<file path="src/rtl/onewire_write_byte.sv">
// 1-Wire master transmitter: eight LSB-first write slots or a reset pulse
// with presence sampling, driving an open-drain pad through drive_low.
module onewire_write_byte #(
  parameter int CLKS_PER_US    = 27,
  parameter int WR1_LOW_US     = 6,
  parameter int WR0_LOW_US     = 60,
  parameter int SLOT_US        = 70,
  parameter int RST_LOW_US     = 480,
  parameter int PRES_SAMPLE_US = 70,
  parameter int RST_TOTAL_US   = 960
) (
  input  logic       clk,
  input  logic       rst,
  input  logic       start,
  input  logic       cmd_reset,
  input  logic [7:0] data_in,
  input  logic       onewire_in,
  output logic       drive_low,
  output logic       busy,
  output logic       done,
  output logic       presence
);

  localparam int SLOT_CYC  = SLOT_US * CLKS_PER_US;
  localparam int WR1_CYC   = WR1_LOW_US * CLKS_PER_US;
  localparam int WR0_CYC   = WR0_LOW_US * CLKS_PER_US;
  localparam int RLOW_CYC  = RST_LOW_US * CLKS_PER_US;
  localparam int RSAMP_CYC = (RST_LOW_US + PRES_SAMPLE_US) * CLKS_PER_US;
  localparam int RTOT_CYC  = RST_TOTAL_US * CLKS_PER_US;
  localparam int CW        = $clog2(RTOT_CYC + 1);

  localparam logic [CW-1:0] C_SLOT_LAST = CW'(SLOT_CYC - 1);
  localparam logic [CW-1:0] C_WR1       = CW'(WR1_CYC);
  localparam logic [CW-1:0] C_WR0       = CW'(WR0_CYC);
  localparam logic [CW-1:0] C_RLOW      = CW'(RLOW_CYC);
  localparam logic [CW-1:0] C_RSAMP     = CW'(RSAMP_CYC);
  localparam logic [CW-1:0] C_RST_LAST  = CW'(RTOT_CYC - 1);
  localparam logic [CW-1:0] C_ONE       = CW'(1);

  typedef enum logic [1:0] {
    S_IDLE,
    S_WRITE,
    S_RESET,
    S_FINISH
  } state_t;

  state_t        r_state;
  logic [CW-1:0] r_cnt;
  logic [2:0]    r_bit;
  logic [7:0]    r_shift;
  logic          r_drive;
  logic          r_busy;
  logic          r_done;
  logic          r_pres;
  logic          r_sync1;
  logic          r_sync2;

  logic [CW-1:0] w_cnt_nx;
  logic [CW-1:0] w_low_len;

  assign w_cnt_nx  = r_cnt + C_ONE;
  assign w_low_len = r_shift[0] ? C_WR1 : C_WR0;

  // Bus level is asynchronous; idle bus reads high.
  always_ff @(posedge clk or posedge rst) begin
    if (rst) begin
      r_sync1 <= 1'b1;
      r_sync2 <= 1'b1;
    end else begin
      r_sync1 <= onewire_in;
      r_sync2 <= r_sync1;
    end
  end

  always_ff @(posedge clk or posedge rst) begin
    if (rst) begin
      r_state <= S_IDLE;
      r_cnt   <= '0;
      r_bit   <= '0;
      r_shift <= '0;
      r_drive <= 1'b0;
      r_busy  <= 1'b0;
      r_done  <= 1'b0;
      r_pres  <= 1'b0;
    end else begin
      r_done <= 1'b0;
      unique case (r_state)
        S_IDLE: begin
          if (start) begin
            r_shift <= data_in;
            r_bit   <= '0;
            r_cnt   <= '0;
            r_pres  <= 1'b0;
            r_busy  <= 1'b1;
            r_drive <= 1'b1;
            r_state <= cmd_reset ? S_RESET : S_WRITE;
          end
        end
        S_WRITE: begin
          if (r_cnt == C_SLOT_LAST) begin
            r_cnt   <= '0;
            r_shift <= {1'b0, r_shift[7:1]};
            r_bit   <= r_bit + 3'd1;
            if (r_bit == 3'd7) begin
              r_state <= S_FINISH;
              r_busy  <= 1'b0;
              r_drive <= 1'b0;
              r_done  <= 1'b1;
            end else begin
              // Next slot opens with its low edge immediately.
              r_drive <= 1'b1;
            end
          end else begin
            r_cnt   <= w_cnt_nx;
            r_drive <= (w_cnt_nx < w_low_len);
          end
        end
        S_RESET: begin
          if (r_cnt == C_RSAMP)
            r_pres <= ~r_sync2;
          if (r_cnt == C_RST_LAST) begin
            r_cnt   <= '0;
            r_state <= S_FINISH;
            r_busy  <= 1'b0;
            r_drive <= 1'b0;
            r_done  <= 1'b1;
          end else begin
            r_cnt   <= w_cnt_nx;
            r_drive <= (w_cnt_nx < C_RLOW);
          end
        end
        S_FINISH: begin
          r_state <= S_IDLE;
        end
        default: begin
          r_state <= S_IDLE;
        end
      endcase
    end
  end

  assign drive_low = r_drive;
  assign busy      = r_busy;
  assign done      = r_done;
  assign presence  = r_pres;

endmodule
</file>
<file path="config.mk">
export PLATFORM = sky130hd
export DESIGN_NAME = onewire_write_byte
export DESIGN_NICKNAME = d
export VERILOG_FILES = /design/src/rtl/onewire_write_byte.sv
export SDC_FILE = /design/constraint.sdc
export NUM_CORES = 1
export LEC_CHECK = 0
export ABC_AREA = 1
export BUFFER_PORTS_ARGS = -buffer_cell sky130_fd_sc_hd__buf_2
export CAP_MARGIN = 30
export CORE_MARGIN = 4
export CORE_UTILIZATION = 50
export CTS_BUF_LIST = sky130_fd_sc_hd__clkbuf_16
export CTS_CLUSTER_DIAMETER = 50
export DETAILED_ROUTE_END_ITERATION = 10
export GPL_ROUTABILITY_DRIVEN = 1
export PLACE_DENSITY = 0.71
export SETUP_SLACK_MARGIN = 0.1
export SLEW_MARGIN = 20
export SYNTH_ARGS = -nofsm -noshare
export SYNTH_HDL_FRONTEND = slang
export SYNTH_SLANG_ARGS = --single-unit
</file>
<file path="constraint.sdc">
create_clock -name clk -period 1.9 [get_ports clk]
set_input_delay 0.19 -clock clk [delete_from_list [all_inputs] [get_ports clk]]
set_output_delay 0.19 -clock clk [all_outputs]
set_load 0.005 [all_outputs]
</file>
; After elaboration in Yosys (flattened, before gate mapping)
; Index checks and enable logic that the tools add are counted.
[classes]
add_sub_neg = 2
magnitude_cmp = 2
eq_ne = 12
muxes = 33
bitwise = 1
reduce_logical = 9
[op_table]
columns = op, count
row1 = $mux 15, 3
row2 = $pmux 15 s3, 1
row3 = $mux 8, 2
row4 = $pmux 8 s2, 1
row5 = $add 15x1->15 const B, 1
row6 = $eq 15x11->1 const B, 1
row7 = $eq 15x14->1 const B, 1
row8 = $eq 15x15->1 const B, 1
row9 = $lt 15x11->1, 1
row10 = $lt 15x14->1 const B, 1
row11 = $mux 1, 12
row12 = $mux 11, 1
row13 = $mux 2, 5
row14 = $ne 2x2->1 const B, 5
row15 = $pmux 2 s4, 1
row16 = $mux 3, 2
row17 = $pmux 1 s3, 2
row18 = $pmux 3 s2, 1
row19 = $reduce_and 3->1, 2
row20 = $reduce_and 5->1, 1
row21 = $eq 2x2->1 const B, 2
row22 = $pmux 1 s2, 2
row23 = $reduce_and 4->1, 1
row24 = $reduce_bool 2->1, 2
row25 = 7 further kinds, 7
[totals]
ff_bits = 34
wordCells = 69

; Depth between registers and ports, before layout
[logic_depth]
depth_word = 4
ltp_mapped = 17

; Least setup slack after synthesis
; No wires, ideal clock.
[synth_timing]
path_kind = flip-flop to flip-flop
startpoint = register r_cnt[0]
endpoint = register r_drive (netlist: drive_low)
arrival_ns = 1.945
path_slack_ns = -0.117
stages_incl_launch_ff = 16
period_less_slack_ns = 2.017
path_cell_list = dfrtp_1 -> ha_1 -> nand3_1 -> nor2_1 -> nand2_1 -> nand2_1 -> inv_1 -> ha_1 -> and3_1 -> nand2_1 -> nand2_1 -> nand2_1 -> nand3_1 -> a21oi_1 -> nor2_1 -> nor2_1
[synth_between]
elab_chain_cells = 4
elab_cells_between_ends = 8
[synth_rtl]
columns = element, line_no
row1 = "start, declared", 48  ; logic [CW-1:0] r_cnt;
row2 = "start signal, assigned", 114  ; r_cnt <= w_cnt_nx;
row3 = "start signal, assigned", 128  ; r_cnt <= w_cnt_nx;
row4 = $add 15x1->15, 61  ; assign w_cnt_nx = r_cnt + C_ONE;
row5 = $lt 15x14->1 / $lt 15x11->1 (equally long branches), "129, 115"
row6 = $mux 1 (on tied branches), "121, 100"
row7 = $pmux 1 s3 (*), 87  ; unique case (r_state)
row8 = "end signal, assigned", 115  ; r_drive <= (w_cnt_nx < w_low_len);
row9 = "end signal, assigned", 129  ; r_drive <= (w_cnt_nx < C_RLOW);
row10 = "end, declared", 51  ; logic r_drive;
; Mark *: on every way between the ends. The rest lies on a longest branch, timed or not.
; A chain may end at the register's enable or synchronous reset.

; Worst setup path after layout
[layout_timing]
startpoint = register r_cnt[1]
endpoint = register r_drive (netlist: drive_low)
; Same word-level chain as after synthesis.

==> run_results.csv <==
group,metric,value,unit
final_layout,fin_nets,421,
synth,netlist_area,2320,um2
grt,grt_remaining_overflow,0,
synth,synth_ff_type,"dfrtp_1",
worst_setup_path,cp-start-kind,"flip-flop",
worst_setup_path,arrival,2.41,ns
status,status,"finished with violations",
floorplan,dieArea,5790,um2
floorplan,row_count,24,
grt,grt_first_pass_wirelength,10.6,mm
drt,vias,2431,
final_layout,layout-drive-gt1-share,0.344,
timing,worst_pin_slew,0.452,ns
drt,detail_route.wirelength,6.66,mm
cts,clkTransAtPathRegs,0.06,ns
pwr,p_leak,1.66,nW
worst_setup_path,worst_path_most_repeated_cell,"nor2_1",
cts,clkLatencyLatePin,0.28,ns
synth,syn_avg_cell_area,7.38,um2
placed_design,dp_hpwl,4.45,mm
grt,grt_antenna_before_repair,0,
status,violations,"negative setup slack",
drt,drt_iter0_drc,248,
synth,synth_area_leaders,"dfrtp_1, nand2_1, ha_1",
timing,whs,0.00421,ns
placed_design,gp_congestion,0.904,
run,maxCapViolations,0,
pwr,power_density,1150,nW/um2
timing,hold_viol_final,0,
worst_setup_path,slowest_stage,"dfrtp_2",
cts,clock_tree.root_cell,"clkbuf_16",
timing,period_share,1.15,
grt,grt_max_degree,35,
synth,yosysTopAreaCell,"dfrtp_1",
drt,drc,0,
final_layout,stdcell_area,3210,um2
final_layout,areaGrowthSynthToFinish,38.5,%
worst_setup_path,cp_max_fo,4,
floorplan,io-pin-count,17,
pwr,peakVddDrop,0.886,mV
timing,relSlewSlack,0.699,
synth,ys_types,31,
synth,postSynth.asyncResetShare,1.00,
synth,synth_nets,344,
timing,setup_ws,-0.291,ns
placed_design,dpl-instance-area,2720,um2
timing,slew_violations,0,
timing,setup_viol_count_final,27,
synth,synth-seq-area-share,0.368,
timing,period_minus_slack,2.19,ns
cts,cts_buffers,5,
drt,via_per_inst,5.48,
final_layout,diodes,0,
worst_setup_path,path_cells,"ha_4 > nand2_4 > nor2_4 > nand2_2 > o21ai_1 > nand2_2 > ha_4 > a21oi_2 > nand3_1 > nor2_1 > nand3_1 > a21oi_1 > nor2_1 > nor2_1",
drt,dr.pass1.iters,4,
floorplan,core_area,4410,um2
timing,rsz0062_at_grt,"true",
synth,synth_warnings,0,
worst_setup_path,cp.required,2.12,ns
cts,clk_path_buf_depth,2,
synth,synthCells,314,
cts,cts_hold_buf,0,
placed_design,port_buffers,16,
timing,fmax,457,MHz
synth,ys_ff_latch,34,
grt,grt_usage,0.220,
drt,wl_per_cell,15.0,um
cts,cts_tree,"done",
worst_setup_path,critPathMaxStageDelay,0.41,ns
cts,htreeDepth,2,
worst_hold_path,hp-class,"in2async",
drt,ant_nets,0,
floorplan,dieWidth,76.1,um
floorplan,start_util,0.525,
floorplan,die_h,76.1,um
synth,synth_edf_count,0,
timing,skew,0.00676,ns
worst_setup_path,end_kind,"flip-flop",
grt,grt_pass1_vias,2379,
synth,synth_top_area_frac,0.345,
cts,cts_num_sinks,34,
worst_setup_path,critical_path_class,"reg2reg",
==> metal layers <==
layer | vias to the layer above | track usage | routed length, um
met5 | - | 0 | 0
met4 | 0 | 0.0839 | 229
met3 | 27 | 0.0378 | 395
met2 | 99 | 0.390 | 3380
met1 | 1127 | 0.262 | 2650
li1 | 1178 | - | -
==> state kept, by name (all words and copies together) (netlist names) <==
name / flops
r_cnt: 15
r_shift: 8
r_bit: 3
r_state: 2
busy: 1
done: 1
drive_low: 1
presence: 1
r_sync1: 1
r_sync2: 1
==> kinds of logic after synthesis <==
kind of cell,Yosys count,share of synthesized area
fa+ha+maj,17,0.0917
simple gates,154,0.291
xor+xnor,3,0.0113
buf+inv,59,0.108
flops,34,0.368
compound gates,47,0.130
==> layout by cell type, fill, tap and decap left out, types with 3 or more instances in the layout <==
cell	synthesis	final
o21ai_0	14	9
clkbuf_16	0	5
nor2_1	30	22
o21ai_2	9	8
a21oi_1	6	5
nand4_1	8	8
nand3_2	0	3
inv_1	52	50
o22ai_1	13	13
nor3_1	3	3
nand2_2	4	10
buf_6	1	4
nand3_1	20	16
buf_4	0	53
nor2_2	0	6
xor2_1	3	3
nand2_1	81	74
buf_2	0	16
ha_4	0	3
o21ai_1	1	5
ha_1	17	14
dfrtp_1	32	30
inv_2	2	5
==> worst paths after layout <==
kind                       slack [ns]                    end  cells after the start                  from
setup reg to reg                -0.29  drive_low$_DFFE_PP0P_                     14  r_cnt[1]$_DFFE_PP0P_
hold reg to reg                  0.36      r_sync2$_DFF_PP1_                      0     r_sync1$_DFF_PP1_
hold / removal                  0.004   r_cnt[8]$_DFFE_PP0P_                      3                   rst
max in group asynchronous        1.55      r_sync2$_DFF_PP1_                      3                   rst
min in group clk                 0.01      r_sync1$_DFF_PP1_                      1            onewire_in
setup / recovery                -0.29  drive_low$_DFFE_PP0P_                     14  r_cnt[1]$_DFFE_PP0P_
==> synthesized netlist by cell type (3+ instances only) <==
| master | count |
|---|---|
| dfrtp_1 | 32 |
| nand2_2 | 4 |
| nor3_1 | 3 |
| a21oi_1 | 6 |
| nand4_1 | 8 |
| nand3_1 | 20 |
| nand2_1 | 81 |
| ha_1 | 17 |
| inv_1 | 52 |
| xor2_1 | 3 |
| o21ai_2 | 9 |
| o21ai_0 | 14 |
| o22ai_1 | 13 |
| nor2_1 | 30 |
==> what timing repair did <==
item,in CTS,in global routing
pin swaps,18,15
endpoints found under the setup margin,26,31
cloned,1,0
setup buffers,12,8
gates resized for setup,29,21
endpoints found under the hold margin,0,0
==> stage by stage <==
stage / instances / setup slack, ns / util / total power [mW] / setup TNS [ns]
after floorplan: 314 / -0.0818 / - / 2.12 / -0.0818
after global placement: 416 / -0.150 / 0.615 / 2.44 / -0.150
after detailed placement: 416 / -0.246 / 0.615 / 2.52 / -0.263
after CTS: 436 / -0.174 / 0.696 / 3.60 / -0.931
after global routing: 444 / -0.474 / 0.727 / 3.95 / -6.69
final: 444 / -0.291 / 0.727 / 3.69 / -3.56
==> critical path, delay by kind of cell (launching register included) <==
family / cells / cell delay (ns)
compound gates: 3 / 0.47
fa+ha+maj: 2 / 0.41
flops: 1 / 0.41
simple gates: 9 / 0.82
==> layout make-up <==
cell class              instances  area, um2
fillers                       331       1200
well taps                      52       65.1
repair buffers                 73        523
multi-input cells             221       1380
flip-flops and latches         34        856
repair inverters                1       8.76
clock inverters                 3       37.5
clock buffers                   5        125
inverters                      55        214
==> where the power goes <==
group          internal [mW]  total, mW  leakage, nW  switching, mW
combinational          0.702       1.79         1.13           1.08
sequential             0.899      0.995        0.442         0.0964
clock                  0.609      0.908       0.0864          0.299
total                   2.21       3.69         1.66           1.48
(Power assumes the default switching activity.)
